File: src/rtl/vga_sync_gen.sv
// vga_sync_gen: VGA timing (hsync/vsync/video_on/x/y/frame_start) from an edge-detected pixel_clock; VGA_SYNC_FRAME_CNT_EN adds frame_cnt.
// Latency: outputs load on the CLK edge that samples the pixel_clock rise (pix_en).
// Backpressure: none; free-running, everything holds while pixel_clock stops toggling.
module vga_sync_gen #(
    parameter int H_ACTIVE = 640,
    parameter int H_FP     = 16,
    parameter int H_SYNC   = 96,
    parameter int H_BP     = 48,
    parameter int V_ACTIVE = 480,
    parameter int V_FP     = 10,
    parameter int V_SYNC   = 2,
    parameter int V_BP     = 33,
    parameter bit HS_POL   = 1'b0,
    parameter bit VS_POL   = 1'b0
) (
    input  logic       CLK,
    input  logic       RST_N,
    input  logic       pixel_clock,
    output logic       hsync,
    output logic       vsync,
    output logic       video_on,
    output logic [9:0] x,
    output logic [9:0] y,
    output logic       frame_start
`ifdef VGA_SYNC_FRAME_CNT_EN
    ,
    output logic [7:0] frame_cnt
`endif
);

    localparam int H_TOTAL = H_ACTIVE + H_FP + H_SYNC + H_BP;
    localparam int V_TOTAL = V_ACTIVE + V_FP + V_SYNC + V_BP;

    generate
        if (H_TOTAL > 1024 || V_TOTAL > 1024 || H_TOTAL < 1 || V_TOTAL < 1) begin : g_bad_timing
            $error("vga_sync_gen: line/frame totals must be in 1..1024");
        end
    endgenerate

    // 11-bit thresholds so a boundary equal to 1024 still compares correctly
    localparam logic [10:0] H_VIS      = 11'(H_ACTIVE);
    localparam logic [10:0] H_SYNC_BEG = 11'(H_ACTIVE + H_FP);
    localparam logic [10:0] H_SYNC_END = 11'(H_ACTIVE + H_FP + H_SYNC);
    localparam logic [10:0] V_VIS      = 11'(V_ACTIVE);
    localparam logic [10:0] V_SYNC_BEG = 11'(V_ACTIVE + V_FP);
    localparam logic [10:0] V_SYNC_END = 11'(V_ACTIVE + V_FP + V_SYNC);
    localparam logic [9:0]  H_LAST     = 10'(H_TOTAL - 1);
    localparam logic [9:0]  V_LAST     = 10'(V_TOTAL - 1);

    logic        pix_d;
    logic        pix_en;
    logic [9:0]  h_cnt;
    logic [9:0]  v_cnt;
    logic [10:0] h_ext;
    logic [10:0] v_ext;
    logic        vis_dec;
    logic        hs_dec;
    logic        vs_dec;
    logic        origin;

    always_ff @(posedge CLK or negedge RST_N) begin
        if (!RST_N) begin
            pix_d <= 1'b0;
        end else begin
            pix_d <= pixel_clock;
        end
    end

    assign pix_en = pixel_clock & ~pix_d;

    assign h_ext   = {1'b0, h_cnt};
    assign v_ext   = {1'b0, v_cnt};
    assign vis_dec = (h_ext < H_VIS) && (v_ext < V_VIS);
    assign hs_dec  = (h_ext >= H_SYNC_BEG) && (h_ext < H_SYNC_END);
    assign vs_dec  = (v_ext >= V_SYNC_BEG) && (v_ext < V_SYNC_END);
    assign origin  = (h_cnt == 10'd0) && (v_cnt == 10'd0);

    always_ff @(posedge CLK or negedge RST_N) begin
        if (!RST_N) begin
            h_cnt <= 10'd0;
            v_cnt <= 10'd0;
        end else if (pix_en) begin
            if (h_cnt == H_LAST) begin
                h_cnt <= 10'd0;
                v_cnt <= (v_cnt == V_LAST) ? 10'd0 : v_cnt + 10'd1;
            end else begin
                h_cnt <= h_cnt + 10'd1;
            end
        end
    end

    // Outputs present the position the counters held before this advance
    always_ff @(posedge CLK or negedge RST_N) begin
        if (!RST_N) begin
            hsync       <= ~HS_POL;
            vsync       <= ~VS_POL;
            video_on    <= 1'b0;
            x           <= 10'd0;
            y           <= 10'd0;
            frame_start <= 1'b0;
        end else begin
            frame_start <= 1'b0;
            if (pix_en) begin
                hsync       <= hs_dec ? HS_POL : ~HS_POL;
                vsync       <= vs_dec ? VS_POL : ~VS_POL;
                video_on    <= vis_dec;
                x           <= h_cnt;
                y           <= v_cnt;
                frame_start <= origin;
            end
        end
    end

`ifdef VGA_SYNC_FRAME_CNT_EN
    // The first frame after reset reads 0; later frames count up
    logic first_seen;

    always_ff @(posedge CLK or negedge RST_N) begin
        if (!RST_N) begin
            frame_cnt  <= 8'd0;
            first_seen <= 1'b0;
        end else if (pix_en && origin) begin
            if (first_seen) begin
                frame_cnt <= frame_cnt + 8'd1;
            end
            first_seen <= 1'b1;
        end
    end
`endif

endmodule
File: config.mk
export PLATFORM = sky130hd
export DESIGN_NAME = vga_sync_gen
export DESIGN_NICKNAME = d
export VERILOG_FILES = /design/src/rtl/vga_sync_gen.sv
export SDC_FILE = /design/constraint.sdc
export NUM_CORES = 1
export LEC_CHECK = 0
export CELL_PAD_IN_SITES_DETAIL_PLACEMENT = 0
export CELL_PAD_IN_SITES_GLOBAL_PLACEMENT = 1
export CORE_MARGIN = 1.5
export CORE_UTILIZATION = 31
export DETAILED_ROUTE_END_ITERATION = 7
export PLACE_DENSITY = 0.67
export SLEW_MARGIN = 5
export SYNTH_ARGS = -nofsm -noshare
export SYNTH_HDL_FRONTEND = slang
export SYNTH_SLANG_ARGS = --single-unit
File: constraint.sdc
create_clock -name CLK -period 4.6 [get_ports CLK]
set_input_delay 0.46 -clock CLK [delete_from_list [all_inputs] [get_ports CLK]]
set_output_delay 0.46 -clock CLK [all_outputs]
set_load 0.05 [all_outputs]
# Word-level counts from Yosys, hierarchy flattened
# Index checks and enable logic that the tools add are counted.
# totals
register_bits	45
wordCells	33
inputBits	3
# classes
eq_ne	2
n_reduce_logical	7
add_sub_neg	2
n_mux	5
n_lt_le_gt_ge	6
n_bitwise	2
# op_table
operator	n
adder 10 x 1 -> 10 bit, second input constant	2
equality test 10 bit, second input constant	2
zero test 10 bit	2
less-than comparator 10 bit, second input constant	2
less-than comparator 10 x 9 -> 1 bit, second input constant	2
2-to-1 mux 10 bit	2
>= comparator 10 bit, second input constant	1
>= comparator 10 x 9 -> 1 bit, second input constant	1
logical AND 1 bit	4
2-to-1 mux 1 bit	3
AND reduction 2 bit	1
bitwise AND 1 bit	1
inverter 1 bit	1

# Depth between registers and ports, before layout
# logic_depth
depth_word	3
ltp_mapped	6
mapped_depth_nobuf	6

# Worst setup path before layout
# No wires, ideal clock.
# synth_path
path_kind	input to register
from	input pixel_clock
to	register v_cnt[8]
t_arrival_ps	1950
cell_stages	6
slack_ps	2571
n_path_buf	2
setup_ps	79
path_cell_list	or2b_2 > clkbuf_8 > or4_4 > buf_6 > nor3_1 > mux2i_1
# synth_between
elab_chain_cells	2
# synth_rtl
element	line	text
from (decl)	18	input logic pixel_clock,
bitwise AND 1 bit	69	assign pix_en = pixel_clock & ~pix_d;
AND reduction 2 bit (no line)	n/a	
to (signal assigned)	85	v_cnt <= (v_cnt == V_LAST) ? 10'd0 : v_cnt + 10'd1;
to (decl)	53	logic [9:0] v_cnt;
# No other way between the ends.
# A chain may end at the register's enable or synchronous reset.

# Final worst setup path
# layout_path
from	input pixel_clock
to	register v_cnt[5]
# The elaborated chain is that of the path after synthesis.

==> flow_summary_export.csv <==
group,metric,value,unit
layout,layout_fillers,631,
grt,grt_use_met2,0.202,
logic_synthesis,synth_seq_cells,45,
drt,vias_per_cell,4.87,
sta,smallest_hold_slack,0.327,ns
grt,global_route_wire_length_before_repair,7540,um
power,power.leakage,1.10,nW
clock_tree,cts.sink_count,45,
grt,antenna_found_initial,0,
status,violations,"design-rule violations",
logic_synthesis,ys_top_cells_by_area,"dfrtp_1, nand2_1, o21ai_0",
clock_tree,post-cts-setup-buffers,0,
floorplanning,die_height,84.9,um
power,pd_cells,382,mW/mm^2
sta,worst_slew_pin_slew,0.989,ns
logic_synthesis,synth_area_per_cell,9.71,um^2
setup_path,critPathRequiredTime,4.81,ns
sta,unrepaired_setup_endpoints_after_global_routing,"no",
sta,finalSetupViolCount,0,
layout,final-seq-area,0.00113,mm^2
status,run_status,"complete, but fails checks",
hold_path,min_path_type,"in2async",
grt,globalRoute.totalOverflow,0,
sta,period_share,0.572,
placement,pre_cts_ws,1.65,ns
clock_tree,worst_skew_pair.late_latency,0.29,ns
grt,grt_pass1_vias,1520,
setup_path,timing.critical_path.from_type,"input port",
logic_synthesis,syn_area,0.00208,mm^2
sta,drv_slew,0,
drt,dr.first_iter.drc_count,68,
setup_path,timing.critical_path.arrival,2.84,ns
layout,multi_input_area,825,um^2
grt,grt_busiest_layer,"met2",
setup_path,crit_fanout,35,
placement,gp_routability_congestion,0.806,
power,design_power_total,0.928,mW
logic_synthesis,leading_post_synthesis_cells_by_instance_count,"nand2_1, dfrtp_1, o21ai_0, inv_1, nand3_1",
sta,fin_tns_setup,0,ns
setup_path,worst-setup-path-type,"in2reg",
logic_synthesis,postSynthNetCount,221,
layout,nNetsFinal,245,
grt,grt_max_degree,46,
floorplanning,fp-row-count,29,
power,peak_supply_drop,0.152,mV
logic_synthesis,yosysTopAreaCellShare,0.518,
layout,layout.cell_area.non_filler,0.00243,mm^2
drt,finalWirelength,4230,um
sta,max-slew-margin-rel,0.341,
drt,wire_per_inst,13.4,um
layout,num_antenna_cells,0,
floorplanning,fp.coreArea,0.00642,mm^2
grt,gr-usage-met3,0.0350,
clock_tree,cts_max_level,2,
logic_synthesis,synth_edf_count,0,
drt,ant_nets_after_route,0,
clock_tree,number_of_clock_buffers_inserted_by_tritoncts,5,
logic_synthesis,syn-instance-count,214,
placement,io_buffer_count,26,
layout,layout-area-overhead-vs-synth,17.1,%
sta,hold_violations,0,
logic_synthesis,postSynth.topFlopCell,"dfrtp_1",
logic_synthesis,postSynth.asyncResetShare,1.00,
job,max_cap_viol_count,0,
sta,fin_worst_skew,0.00583,ns
clock_tree,tritoncts,"built",
layout,layout-drive-gt1-share,0.0669,
clock_tree,cts-root-to-sink-buffers,2,
logic_synthesis,yosys.cell_types.count,36,
setup_path,reg2reg_setup_slack,2.26,ns
placement,dpl_cell_area,0.00234,mm^2
logic_synthesis,post-synth-top-count-cell,"nand2_1",
grt,gr-usage-all-layers,0.134,
floorplanning,initial_utilization,0.323,
sta,period_needed,2.63,ns
floorplanning,design.die.area,0.00720,mm^2
drt,remaining_drc_errors,6,
logic_synthesis,synthesis_warning_total,0,
clock_tree,clkSlewWorstSetupHoldPaths,0.08,ns
setup_path,cp_capture_type,"register",
placement,dp_hpwl,2850,um
drt,vias,1539,
clock_tree,ctsResizeCount,0,
drt,dr.pass1.iters,6,
sta,max_freq,380,MHz
logic_synthesis,post-synth-top-area-cell,"dfrtp_1",
clock_tree,postCtsHoldBufs,0,
logic_synthesis,seq_area_frac_synth,0.543,
clock_tree,cts.root.buffer_cell,"clkbuf_8",
grt,use_met1,0.187,
sta,timing.final.ws_setup,1.97,ns
floorplanning,floorplan.die.width,84.9,um
floorplanning,io_pins,27,
==> metal layers <==
metal	part of all wire	vias up	wire, um
li1	-	779	-
met1	0.54	726	2270
met2	0.41	29	1750
met3	0.034	5	145
met4	0.016	0	67
met5	0	-	0
==> power breakdown <==
| part | leakage (nW) | internal (mW) | switching [mW] |
|---|---|---|---|
| clock network | 0.0455 | 0.123 | 0.125 |
| logic | 0.469 | 0.0679 | 0.130 |
| registers | 0.581 | 0.437 | 0.0460 |
| total | 1.10 | 0.627 | 0.301 |
==> flip-flops by register name (all words and copies together), names as in the netlist <==
name         flops
vsync            1
pix_d            1
h_cnt           10
x               10
v_cnt           10
hsync            1
video_on         1
frame_start      1
y               10
==> through the flow <==
step,util,std cells
detailed placement,0.365,308
CTS,0.379,316
global route,0.379,316
floorplan,-,214
finish,0.379,316
global placement,0.365,308
==> path summary, 6_finish.rpt <==
path | startpoint | to | cells after the start
worst min-delay path | RST_N | pix_d | 1
worst max-delay path | pixel_clock | v_cnt[5] | 5
min in group CLK | x[3] | x[3] | 2
max in group asynchronous | RST_N | v_cnt[5] | 1
worst min register to register | x[3] | x[3] | 2
worst max register to register | pix_d | v_cnt[5] | 4
==> layout by cell type, fill, tap and decap left out, drive strengths merged, types with 2 or more instances in the layout <==
| cell | count |
|---|---|
| o31ai | 4 |
| or3 | 4 |
| dfrtp | 43 |
| nor2b | 2 |
| inv | 8 |
| clkdlybuf4s50 | 25 |
| nor4 | 6 |
| a21oi | 3 |
| buf | 2 |
| ha | 4 |
| nand3 | 7 |
| dfstp | 2 |
| o21ai | 19 |
| and4 | 3 |
| nor2 | 3 |
| xnor2 | 3 |
| clkbuf | 8 |
| nand4 | 5 |
| nand2 | 66 |
| xor2 | 4 |
| and3 | 4 |
| nor3 | 3 |
| mux2i | 2 |
==> cell type report <==
cell class | instances | area share
sequential | 45 | 0.464
multi-input combinational | 151 | 0.339
timing repair buffer | 27 | 0.108
tap | 77 | 0.0396
clock buffer | 8 | 0.0370
inverter | 8 | 0.0123
==> critical path, cell delays in order <==
cell and delay, ns:
clkdlybuf4s50_1 0.50, or2b_2 0.54, nor4_2 0.76, nand2_1 0.28
o31ai_1 0.29
==> logic make-up (layout without fill, tap and decap cells) <==
| family | count (synthesis) | after routing | synth area share |
|---|---|---|---|
| compound gates | 29 | 29 | 0.0777 |
| xor+xnor | 7 | 7 | 0.0295 |
| fa+ha+maj | 4 | 4 | 0.0241 |
| buf+inv | 18 | 43 | 0.0596 |
| flops | 45 | 45 | 0.543 |
| mux | 2 | 2 | 0.00964 |
| simple gates | 109 | 109 | 0.256 |
Power figures use the tool's default switching activity.
